**config.mk**
```make
export PLATFORM = sky130hd
export DESIGN_NAME = elevator_call_scheduler
export DESIGN_NICKNAME = d
export VERILOG_FILES = /design/src/rtl/elevator_pkg.sv /design/src/rtl/elevator_target_select.sv /design/src/rtl/elevator_call_scheduler.sv
export SDC_FILE = /design/constraint.sdc
export NUM_CORES = 1
export LEC_CHECK = 0
export BUFFER_PORTS_ARGS = -buffer_cell sky130_fd_sc_hd__clkbuf_2
export CORE_MARGIN = 2
export CORE_UTILIZATION = 59
export DETAILED_ROUTE_END_ITERATION = 10
export PLACE_DENSITY = 0.87
export SYNTH_ARGS = -nofsm -noshare
export SYNTH_HDL_FRONTEND = slang
export SYNTH_SLANG_ARGS = --single-unit
```
**constraint.sdc**
```tcl
create_clock -name clk -period 4.42 [get_ports clk]
set_input_delay 0.442 -clock clk [delete_from_list [all_inputs] [get_ports clk]]
set_output_delay 0.442 -clock clk [all_outputs]
set_load 0.01 [all_outputs]
```
**src/rtl/elevator_pkg.sv**
```systemverilog
// Shared floor codes, FSM state encoding and helpers for the elevator call scheduler.
package elevator_pkg;

    localparam logic [1:0] FLOOR_A    = 2'b00;
    localparam logic [1:0] FLOOR_B    = 2'b01;
    localparam logic [1:0] FLOOR_C    = 2'b10;
    localparam logic [1:0] FLOOR_NONE = 2'b11;

    localparam int DWELL_TICKS_DEF = 3;

    typedef enum logic [2:0] {
        ST_IDLE       = 3'd0,
        ST_CLOSE_WAIT = 3'd1,
        ST_MOVE       = 3'd2,
        ST_DOOR       = 3'd3,
        ST_HALT       = 3'd4
    } state_t;

    // One-hot call mask for a floor code; "between floors" maps to no floor.
    function automatic logic [2:0] floor_onehot(input logic [1:0] floor_code);
        logic [2:0] oh;
        case (floor_code)
            FLOOR_A: oh = 3'b001;
            FLOOR_B: oh = 3'b010;
            FLOOR_C: oh = 3'b100;
            default: oh = 3'b000;
        endcase
        return oh;
    endfunction

endpackage

```
**src/rtl/elevator_target_select.sv**
```systemverilog
// SCAN target selection: nearest pending floor ahead in the sweep, else nearest behind
// with the sweep reversed; a pending call at the current floor always wins.
module elevator_target_select
    import elevator_pkg::*;
(
    input  logic [2:0] pending_i,
    input  logic [1:0] cur_floor_i,
    input  logic       dir_up_i,
    output logic [1:0] target_o,
    output logic       target_valid_o,
    output logic       next_dir_up_o
);

    // Behind is scanned first and ahead second, each far-to-near, so the last hit is the answer.
    always_comb begin
        int cur_int;
        int f_int;
        target_o       = cur_floor_i;
        target_valid_o = 1'b0;
        next_dir_up_o  = dir_up_i;
        cur_int        = int'(cur_floor_i);
        f_int          = 0;
        if (cur_floor_i == FLOOR_NONE) begin
            target_valid_o = 1'b0;
        end else if ((pending_i & floor_onehot(cur_floor_i)) != 3'b000) begin
            target_valid_o = 1'b1;
        end else begin
            for (int d = 2; d >= 1; d--) begin
                f_int = dir_up_i ? (cur_int - d) : (cur_int + d);
                if (f_int >= 0 && f_int <= 2 &&
                    (pending_i & floor_onehot(f_int[1:0])) != 3'b000) begin
                    target_o       = f_int[1:0];
                    target_valid_o = 1'b1;
                    next_dir_up_o  = ~dir_up_i;
                end else begin
                    target_valid_o = target_valid_o;
                end
            end
            for (int d = 2; d >= 1; d--) begin
                f_int = dir_up_i ? (cur_int + d) : (cur_int - d);
                if (f_int >= 0 && f_int <= 2 &&
                    (pending_i & floor_onehot(f_int[1:0])) != 3'b000) begin
                    target_o       = f_int[1:0];
                    target_valid_o = 1'b1;
                    next_dir_up_o  = dir_up_i;
                end else begin
                    target_valid_o = target_valid_o;
                end
            end
        end
    end

endmodule

```
**src/rtl/elevator_call_scheduler.sv**
```systemverilog
// Collective-control scheduler for a 3-floor car: call register, SCAN sequencing FSM,
// door dwell counter. All outputs are registered.
module elevator_call_scheduler
    import elevator_pkg::*;
#(
    parameter int DWELL_TICKS = DWELL_TICKS_DEF,
    parameter int CNT_W       = 3
) (
    input  logic       clk,
    input  logic       reset,
    input  logic       tick,
    input  logic [2:0] call_ext,
    input  logic [2:0] call_int,
    input  logic [1:0] cur_floor,
    input  logic       door_closed,
    input  logic       alarm,
    output logic [2:0] pending,
    output logic [1:0] target,
    output logic       target_valid,
    output logic       motor_up,
    output logic       motor_down,
    output logic       door_open_req,
    output logic       dir_up,
    output logic       halted
);

    localparam logic [CNT_W-1:0] DWELL_LAST = CNT_W'(DWELL_TICKS - 1);
    localparam logic [CNT_W-1:0] CNT_ZERO   = {CNT_W{1'b0}};
    localparam logic [CNT_W-1:0] CNT_ONE    = CNT_W'(1);

    state_t           state_q, state_d;
    logic [2:0]       pending_q, pending_d;
    logic [1:0]       target_q, target_d;
    logic             target_valid_q, target_valid_d;
    logic             motor_up_q, motor_up_d;
    logic             motor_down_q, motor_down_d;
    logic             door_q, door_d;
    logic             dir_up_q, dir_up_d;
    logic             halted_q, halted_d;
    logic [CNT_W-1:0] dwell_q, dwell_d;
    logic [1:0]       last_floor_q, last_floor_d;

    logic       cur_valid_s;
    logic [1:0] pos_s;
    logic [2:0] cur_oh_s;
    logic       cur_call_s;
    logic [2:0] clr_mask_s;
    logic [1:0] sel_target_s, mv_target_s;
    logic       sel_valid_s, mv_valid_s;
    logic       sel_dir_s, mv_dir_s;

    // Between floors the car is located by the last floor it passed.
    assign cur_valid_s = (cur_floor != FLOOR_NONE);
    assign pos_s       = cur_valid_s ? cur_floor : last_floor_q;
    assign cur_oh_s    = floor_onehot(cur_floor);
    assign cur_call_s  = ((call_ext | call_int) & cur_oh_s) != 3'b000;

    elevator_target_select u_sel_idle (
        .pending_i      (pending_q),
        .cur_floor_i    (pos_s),
        .dir_up_i       (dir_up_q),
        .target_o       (sel_target_s),
        .target_valid_o (sel_valid_s),
        .next_dir_up_o  (sel_dir_s)
    );

    // While moving, the floor just left is excluded so only floors still ahead can retarget.
    elevator_target_select u_sel_move (
        .pending_i      (pending_q & ~floor_onehot(pos_s)),
        .cur_floor_i    (pos_s),
        .dir_up_i       (dir_up_q),
        .target_o       (mv_target_s),
        .target_valid_o (mv_valid_s),
        .next_dir_up_o  (mv_dir_s)
    );

    // Next-state, target/direction latch and dwell counter.
    always_comb begin
        state_d  = state_q;
        target_d = target_q;
        dir_up_d = dir_up_q;
        dwell_d  = dwell_q;
        case (state_q)
            ST_IDLE: begin
                if (alarm) begin
                    state_d = ST_HALT;
                end else if (cur_valid_s && (pending_q & cur_oh_s) != 3'b000) begin
                    state_d  = ST_DOOR;
                    target_d = cur_floor;
                    dwell_d  = CNT_ZERO;
                end else if (sel_valid_s) begin
                    state_d  = ST_CLOSE_WAIT;
                    target_d = sel_target_s;
                    dir_up_d = sel_dir_s;
                end else begin
                    state_d = ST_IDLE;
                end
            end
            ST_CLOSE_WAIT: begin
                if (alarm) begin
                    state_d = ST_HALT;
                end else if (door_closed) begin
                    state_d = ST_MOVE;
                end else begin
                    state_d = ST_CLOSE_WAIT;
                end
            end
            ST_MOVE: begin
                if (cur_valid_s && cur_floor == target_q) begin
                    state_d = ST_DOOR;
                    dwell_d = CNT_ZERO;
                end else if (mv_valid_s) begin
                    target_d = mv_target_s;
                    dir_up_d = mv_dir_s;
                end else begin
                    state_d = ST_MOVE;
                end
            end
            ST_DOOR: begin
                if (alarm) begin
                    state_d = ST_HALT;
                end else if (cur_call_s) begin
                    dwell_d = CNT_ZERO;
                end else if (tick) begin
                    if (dwell_q == DWELL_LAST) begin
                        state_d = ST_IDLE;
                        dwell_d = CNT_ZERO;
                    end else begin
                        dwell_d = dwell_q + CNT_ONE;
                    end
                end else begin
                    dwell_d = dwell_q;
                end
            end
            ST_HALT: begin
                if (!alarm) begin
                    state_d = ST_DOOR;
                    dwell_d = CNT_ZERO;
                end else begin
                    state_d = ST_HALT;
                end
            end
            default: begin
                state_d = ST_IDLE;
                dwell_d = CNT_ZERO;
            end
        endcase
    end

    // Call latch; the current floor is masked for as long as the door is being served there.
    always_comb begin
        if (state_d == ST_DOOR) begin
            clr_mask_s = cur_oh_s;
        end else begin
            clr_mask_s = 3'b000;
        end
        pending_d = (pending_q | call_ext | call_int) & ~clr_mask_s;
    end

    // Registered output values derived from the next state.
    always_comb begin
        motor_up_d     = 1'b0;
        motor_down_d   = 1'b0;
        target_valid_d = (state_d == ST_CLOSE_WAIT) || (state_d == ST_MOVE);
        door_d         = (state_d == ST_DOOR) || (state_d == ST_HALT && cur_valid_s);
        halted_d       = (state_d == ST_HALT);
        last_floor_d   = pos_s;
        if (state_d == ST_MOVE) begin
            if (cur_valid_s) begin
                motor_up_d   = (target_d > cur_floor);
                motor_down_d = (target_d < cur_floor);
            end else begin
                motor_up_d   = motor_up_q;
                motor_down_d = motor_down_q;
            end
        end else begin
            motor_up_d   = 1'b0;
            motor_down_d = 1'b0;
        end
    end

    // State and output registers with synchronous reset.
    always_ff @(posedge clk) begin
        if (reset) begin
            state_q        <= ST_IDLE;
            pending_q      <= 3'b000;
            target_q       <= FLOOR_A;
            target_valid_q <= 1'b0;
            motor_up_q     <= 1'b0;
            motor_down_q   <= 1'b0;
            door_q         <= 1'b0;
            dir_up_q       <= 1'b1;
            halted_q       <= 1'b0;
            dwell_q        <= CNT_ZERO;
            last_floor_q   <= FLOOR_A;
        end else begin
            state_q        <= state_d;
            pending_q      <= pending_d;
            target_q       <= target_d;
            target_valid_q <= target_valid_d;
            motor_up_q     <= motor_up_d;
            motor_down_q   <= motor_down_d;
            door_q         <= door_d;
            dir_up_q       <= dir_up_d;
            halted_q       <= halted_d;
            dwell_q        <= dwell_d;
            last_floor_q   <= last_floor_d;
        end
    end

    assign pending       = pending_q;
    assign target        = target_q;
    assign target_valid  = target_valid_q;
    assign motor_up      = motor_up_q;
    assign motor_down    = motor_down_q;
    assign door_open_req = door_q;
    assign dir_up        = dir_up_q;
    assign halted        = halted_q;

endmodule

```
# After elaboration in Yosys (flattened, before gate mapping)

Cells that the tools add are included.
Widths: inputs -> output; s select.

Register bits: 19
Bits of input ports: 13
Output and inout bits: 11
Word-level logic and storage cells: 231

$add $sub $neg: 5
Magnitude comparators: 10
Equality and inequality tests: 44
Mux-type cells: 99
Bitwise logic cells: 22
Reductions and logical operators: 40

Operators with widths:

| kind                | number |
|---|---|
| $ge 32x1->1 const B | 4 |
| $le 32x3->1 const B | 4 |
| $mux 32             | 4 |
| $mux 3              | 35 |
| $pmux 3 s3          | 6 |
| $and 3x3->3         | 14 |
| $mux 2              | 20 |
| $ne 2x2->1 const B  | 18 |
| $reduce_bool 3->1   | 12 |
| $mux 1              | 30 |
| $pmux 3 s5          | 2 |
| $reduce_and 16->1   | 1 |
| $eq 3x2->1 const B  | 5 |
| $logic_and 1x1->1   | 15 |
| $eq 2x2->1 const B  | 7 |
| $eq 2x1->1 const B  | 6 |
| $logic_not 2->1     | 6 |
| $or 3x3->3          | 3 |
| $reduce_and 7->1    | 1 |
| $eq 3x1->1 const B  | 2 |
| $eq 3x3->1 const B  | 2 |
| $ne 3x1->1 const B  | 2 |
| $not 3->3           | 2 |
| $pmux 2 s2          | 1 |
| 15 further kinds    | 18 |

# Logic depth before layout (Yosys ltp)

Depth after elaboration: 26
Gate-level depth with buffers: 19
Gate-level depth less buffers: 17

# Hierarchy

From an unflattened synthesis, not the netlist that was laid out.

Cells, all modules: 305
Area, all modules: 2506.2 um^2

By module, submodules not included:

| module                               | instances | cells an instance | area each (um^2) | sequential area each (um^2) |
|---|---|---|---|---|
| elevator_call_scheduler              | 1         | 169               | 1422.6           | 380.4 |
| elevator_target_select at u_sel_move | 1         | 74                | 544.3            | 0.0 |
| elevator_target_select at u_sel_idle | 1         | 62                | 539.3            | 0.0 |

# Worst setup path before layout

No wires, ideal clock.

Kind: input port to flip-flop
Start: input port cur_floor[1]
End: register motor_up_q (netlist: motor_up)
Library setup time: 0.117 ns
Arrival time: 3.658 ns
Data required time: 4.303 ns
Setup slack: 0.644 ns
Stages: 16
Buffers on the path: 1
Cell sequence: nor2b_1 -> clkbuf_1 -> nor2_1 -> ha_1 -> xnor2_1 -> nor3_1 -> o31a_1 -> or4_4 -> o21ai_0 -> o31ai_1 -> nand3_1 -> ha_1 -> a21oi_1 -> a21oi_1 -> mux2i_1 -> nor3_1

Elaborated cells on any way between the ends: 143
Classes of those cells: add/sub: 4; order compare: 9; eq/ne: 16; mux: 66; bitwise: 15; reduce/logical: 33

RTL lines:

| what                                                 | RTL line                       | text |
|---|---|---|
| start: declaration                                   | elevator_call_scheduler.sv:14  | `input logic [1:0] cur_floor,` |
| $ne 2x2->1 *                                         | elevator_call_scheduler.sv:53  | `assign cur_valid_s = (cur_floor != FLOOR_NONE);` |
| $mux 2 *                                             | elevator_call_scheduler.sv:54  | `assign pos_s = cur_valid_s ? cur_floor : last_floor_q;` |
| via last_floor_d[0]                                  | elevator_call_scheduler.sv:41  | `logic [1:0] last_floor_q, last_floor_d;` |
| branches (longest 18 deep; another with $ge 32x1->1) | --                             |  |
| $pmux 2 s2 *                                         | elevator_call_scheduler.sv:83  | `case (state_q)` |
| via target_d[1]                                      | elevator_call_scheduler.sv:33  | `logic [1:0] target_q, target_d;` |
| $gt 2x2->1 *                                         | elevator_call_scheduler.sv:170 | `motor_up_d = (target_d > cur_floor);` |
| end signal: assignment                               | elevator_call_scheduler.sv:201 | `motor_up_q <= motor_up_d;` |
| end: declaration                                     | elevator_call_scheduler.sv:35  | `logic motor_up_q, motor_up_d;` |

Mark *: on every way through the listed nets, which the timed path passes. The select of a mux whose other input is x is not followed.
A chain may end at the register's enable or synchronous reset.

# Worst setup path in the final report

Same ends and word-level chain as after synthesis.

==> metrics.txt <==
# TYPE chip_impl_metric gauge
chip_impl_metric{name="syn-num-nets",unit=""} 291
chip_impl_metric{name="die_h",unit="um"} 61.9
chip_impl_metric{name="count_of_flip_flops_with_a_built_in_enable_after_synthesis",unit=""} 0
chip_impl_metric{name="avgViaCountPerCell",unit=""} 6.59
chip_impl_metric{name="postPlaceCellArea",unit="sq um"} 2160
chip_impl_metric{name="timing.critical_path.arrival",unit="ns"} 4.12
chip_impl_metric{name="die-width",unit="um"} 61.9
chip_impl_metric{name="timing.critical_path.required",unit="ns"} 4.62
chip_impl_metric{name="post_synth_num_cell_types",unit=""} 63
chip_impl_metric{name="placement_rows",unit=""} 21
chip_impl_metric{name="fillCellCount",unit=""} 296
chip_impl_metric{name="finClkSkew",unit="ns"} 0.0147
chip_impl_metric{name="synth.top_cell.area_share",unit="%"} 19.2
chip_impl_metric{name="cts.reportedPaths.clkPinSlew",unit="ns"} 0.12
chip_impl_metric{name="timing.max_cap.violations",unit=""} 0
chip_impl_metric{name="ys_warns",unit=""} 0
chip_impl_metric{name="worst_ir_drop_vdd",unit="mV"} 0.223
chip_impl_metric{name="routed_wl",unit="um"} 5760
chip_impl_metric{name="power.internal",unit="mW"} 0.330
chip_impl_metric{name="post-route-worst-setup-slack",unit="ns"} 0.496
chip_impl_metric{name="die-area",unit="sq um"} 3830
chip_impl_metric{name="worst_slew_pin_slew",unit="ns"} 0.722
chip_impl_info{name="route.top_layer_used",value="met4"} 1
chip_impl_metric{name="first_global_vias",unit=""} 2018
chip_impl_metric{name="post-cts-setup-buffers",unit=""} 0
chip_impl_metric{name="cts-buffers-inserted",unit=""} 3
chip_impl_metric{name="sequential_cell_fraction_of_total_power",unit="%"} 34.8
chip_impl_metric{name="routedLengthMet1",unit="um"} 2330
chip_impl_metric{name="first_iter_violations",unit=""} 286
chip_impl_metric{name="grt_overflow_total",unit=""} 0
chip_impl_metric{name="num_vias",unit=""} 2215
chip_impl_info{name="run_status",value="completed"} 1
chip_impl_metric{name="power-per-cell-area",unit="nW/um^2"} 260
chip_impl_metric{name="syn_inst",unit=""} 266
chip_impl_metric{name="routabilityCongestion",unit=""} 0.985
chip_impl_info{name="synth_flop_cell",value="dfxtp_1"} 1
chip_impl_metric{name="timing.slew.headroom",unit="%"} 51.2
chip_impl_metric{name="synth_seq_cells",unit=""} 19
chip_impl_metric{name="core",unit="sq um"} 3280
chip_impl_info{name="root_buffer",value="clkbuf_4"} 1
chip_impl_metric{name="fmaxAchievable",unit="MHz"} 255
chip_impl_metric{name="final-setup-viol-count",unit=""} 0
chip_impl_metric{name="final_cell_area",unit="sq um"} 2190
chip_impl_metric{name="post_synth_instance_area",unit="sq um"} 1980
chip_impl_info{name="end_kind",value="flop"} 1
chip_impl_metric{name="critical_path.max_fanout",unit=""} 12
chip_impl_info{name="worst_min_delay_path_class",value="primary input to flop"} 1
chip_impl_metric{name="area_growth",unit="%"} 10.6
chip_impl_info{name="synth.top_cells.by_area",value="dfxtp_1, ha_1, nand2_1"} 1
chip_impl_metric{name="clk_path_buf_depth",unit=""} 2
chip_impl_info{name="worstSetupPathType",value="primary input to flop"} 1
chip_impl_metric{name="largest_net_degree_at_the_start_of_global_routing",unit=""} 21
chip_impl_metric{name="power.net_switching",unit="mW"} 0.240
chip_impl_metric{name="finalWorstPathRequiredPeriod",unit="ns"} 3.92
chip_impl_metric{name="wl_met2",unit="um"} 2730
chip_impl_metric{name="worst_skew_pair.late_latency",unit="ns"} 0.31
chip_impl_metric{name="wl_per_cell",unit="um"} 17.2
chip_impl_metric{name="p_leak",unit="nW"} 0.907
chip_impl_metric{name="drt.antenna.violating_nets",unit=""} 0
chip_impl_metric{name="antenna_violations_before_repair",unit=""} 0
chip_impl_metric{name="io-pin-count",unit=""} 24
chip_impl_metric{name="met3RoutedLength",unit="um"} 445
chip_impl_info{name="tritoncts_clock_tree",value="done"} 1
chip_impl_info{name="yosys.area.top_type",value="dfxtp_1"} 1
chip_impl_metric{name="switching_share",unit="%"} 42.1
chip_impl_metric{name="drtPass1Iterations",unit=""} 5
chip_impl_metric{name="final-hold-violation-count",unit=""} 0
chip_impl_info{name="unrepaired_setup_endpoints_after_global_routing",value="no"} 1
chip_impl_metric{name="net_total_in_the_final_layout",unit=""} 316
chip_impl_metric{name="htree_levels",unit=""} 1
chip_impl_metric{name="synthArstFlopShare",unit="%"} 0
chip_impl_metric{name="gr_util_all_layers",unit="%"} 32.5
chip_impl_metric{name="place_hpwl",unit="um"} 4400
chip_impl_metric{name="setup_tns",unit="ns"} 0
chip_impl_metric{name="layout-drive-gt1-share",unit="%"} 16.6
chip_impl_metric{name="cts_resized",unit=""} 0
chip_impl_metric{name="timing.final.crit_share",unit="%"} 88.8
chip_impl_metric{name="combPwrFrac",unit="%"} 49.1
chip_impl_metric{name="slew_violations",unit=""} 0
chip_impl_metric{name="whs",unit="ns"} 0.453
chip_impl_info{name="critPathLaunchType",value="primary input"} 1
chip_impl_metric{name="holdBufCountCts",unit=""} 0
chip_impl_metric{name="post-route-drc-count",unit=""} 0
chip_impl_metric{name="initial_utilization",unit="%"} 60.3
chip_impl_metric{name="post-place-ws",unit="ns"} 0.260
chip_impl_metric{name="synth_seq_area_share",unit="%"} 19.2
chip_impl_metric{name="grt_first_pass_wirelength",unit="um"} 9390
chip_impl_metric{name="syn-mean-instance-area",unit="sq um"} 7.44
chip_impl_metric{name="clock_sink_count",unit=""} 19
chip_impl_metric{name="portBuffers",unit=""} 23
chip_impl_metric{name="antenna-diode-count",unit=""} 0
chip_impl_metric{name="clockPowerShare",unit="%"} 16.0
## power groups by stage
| stage | clock [mW] | sequential, mW | combinational (mW) |
|---|---|---|---|
| floorplan | 0 | 0.200 | 0.198 |
| global placement | 0 | 0.201 | 0.266 |
| detailed placement | 0 | 0.201 | 0.271 |
| CTS | 0.0930 | 0.198 | 0.273 |
| global route | 0.101 | 0.200 | 0.307 |
| finish | 0.0914 | 0.198 | 0.280 |
## critical path: stages
cell and delay [ns]:
clkbuf_2 0.21, nor2b_1 0.43, nor2_1 0.13, ha_1 0.45, xor2_2 0.38, nor3_1 0.12, o31a_1 0.34, or4_4 0.52
o21ai_0 0.21, o31ai_1 0.12, nand3_1 0.09, ha_1 0.24, a21oi_1 0.19, a21oi_1 0.06, mux2i_1 0.13, nor3_1 0.06
## final timing paths
check                                     start         end  slack [ns]  depth (start not counted)
worst max-delay path               cur_floor[1]    motor_up        0.50                         16
worst min-delay path                call_int[0]  pending[0]        0.45                          3
worst max register to register  last_floor_q[0]    motor_up        0.57                         15
worst min register to register       dwell_q[2]  dwell_q[2]        0.50                          2
## cells in the mapped netlist (3+ instances only)
cell	number
nor3_1	12
nor2_1	19
ha_1	12
nor3b_1	3
a22oi_1	3
nand3_1	5
o211ai_1	8
dfxtp_1	19
o31ai_1	3
o22ai_1	5
or3_1	6
o21ai_0	11
a311oi_1	3
nand2_1	25
o21a_1	7
a21oi_1	14
nand2b_1	8
mux2i_1	6
or2_2	5
nor2b_1	8
a211oi_1	4
inv_1	12
clkbuf_1	9
nand3b_1	3
a31oi_1	5
## layout by cell type (no fill, tap or decap), types with 7 or more instances in the layout
cell type   n
a21oi_1    14
buf_4       8
clkbuf_2   23
dfxtp_1    19
ha_1       12
inv_1      12
nand2_1    25
nand2b_1    8
nor2_1     19
nor2b_1     8
nor3_1     12
o211ai_1    8
o21a_1      7
o21ai_0    11
## area by class of cell
class                           instances  area [sq um]  area share (%)
Sequential cell                        19           380            17.4
Clock buffer                            4          26.3            1.20
Timing Repair Buffer                   31           175            8.00
Inverter                               12          45.0            2.06
Multi-Input combinational cell        224          1500            68.7
Tap cell                               46          57.6            2.63
## metrics by stage
step | std cells | power (mW) | utilization (%)
2_1_floorplan | 266 | 0.399 | -
3_3_place_gp | 332 | 0.467 | 65.8
3_5_place_dp | 332 | 0.473 | 65.8
4_1_cts | 336 | 0.563 | 66.6
5_1_grt | 336 | 0.608 | 66.6
6_report | 336 | 0.570 | 66.6
## sequential cells by signal, indices dropped and copies added, names as in the netlist
| signal | count |
|---|---|
| motor_down | 1 |
| target_valid | 1 |
| halted | 1 |
| dir_up | 1 |
| target | 2 |
| state_q | 3 |
| last_floor_q | 2 |
| door_open_req | 1 |
| dwell_q | 3 |
| motor_up | 1 |
| pending | 3 |
## routing by layer
| layer | vias up | GRT usage (%) |
|---|---|---|
| met2 | 116 | 53.5 |
| li1 | 1054 | - |
| met5 | - | 0 |
| met1 | 1011 | 40.9 |
| met4 | 0 | 17.0 |
| met3 | 34 | 4.97 |
## kinds of logic (layout without fill, tap and decap cells)
family          Yosys count  in the layout  share of synthesized area (%)
compound gates           92             92                           33.1
xor+xnor                  4              4                           2.15
fa+ha+maj                12             12                           7.59
buf+inv                  23             47                           4.80
flops                    19             19                           19.2
mux                       7              7                           3.60
simple gates            109            109                           29.5
No activity file was read; power rests on OpenSTA's default activity.
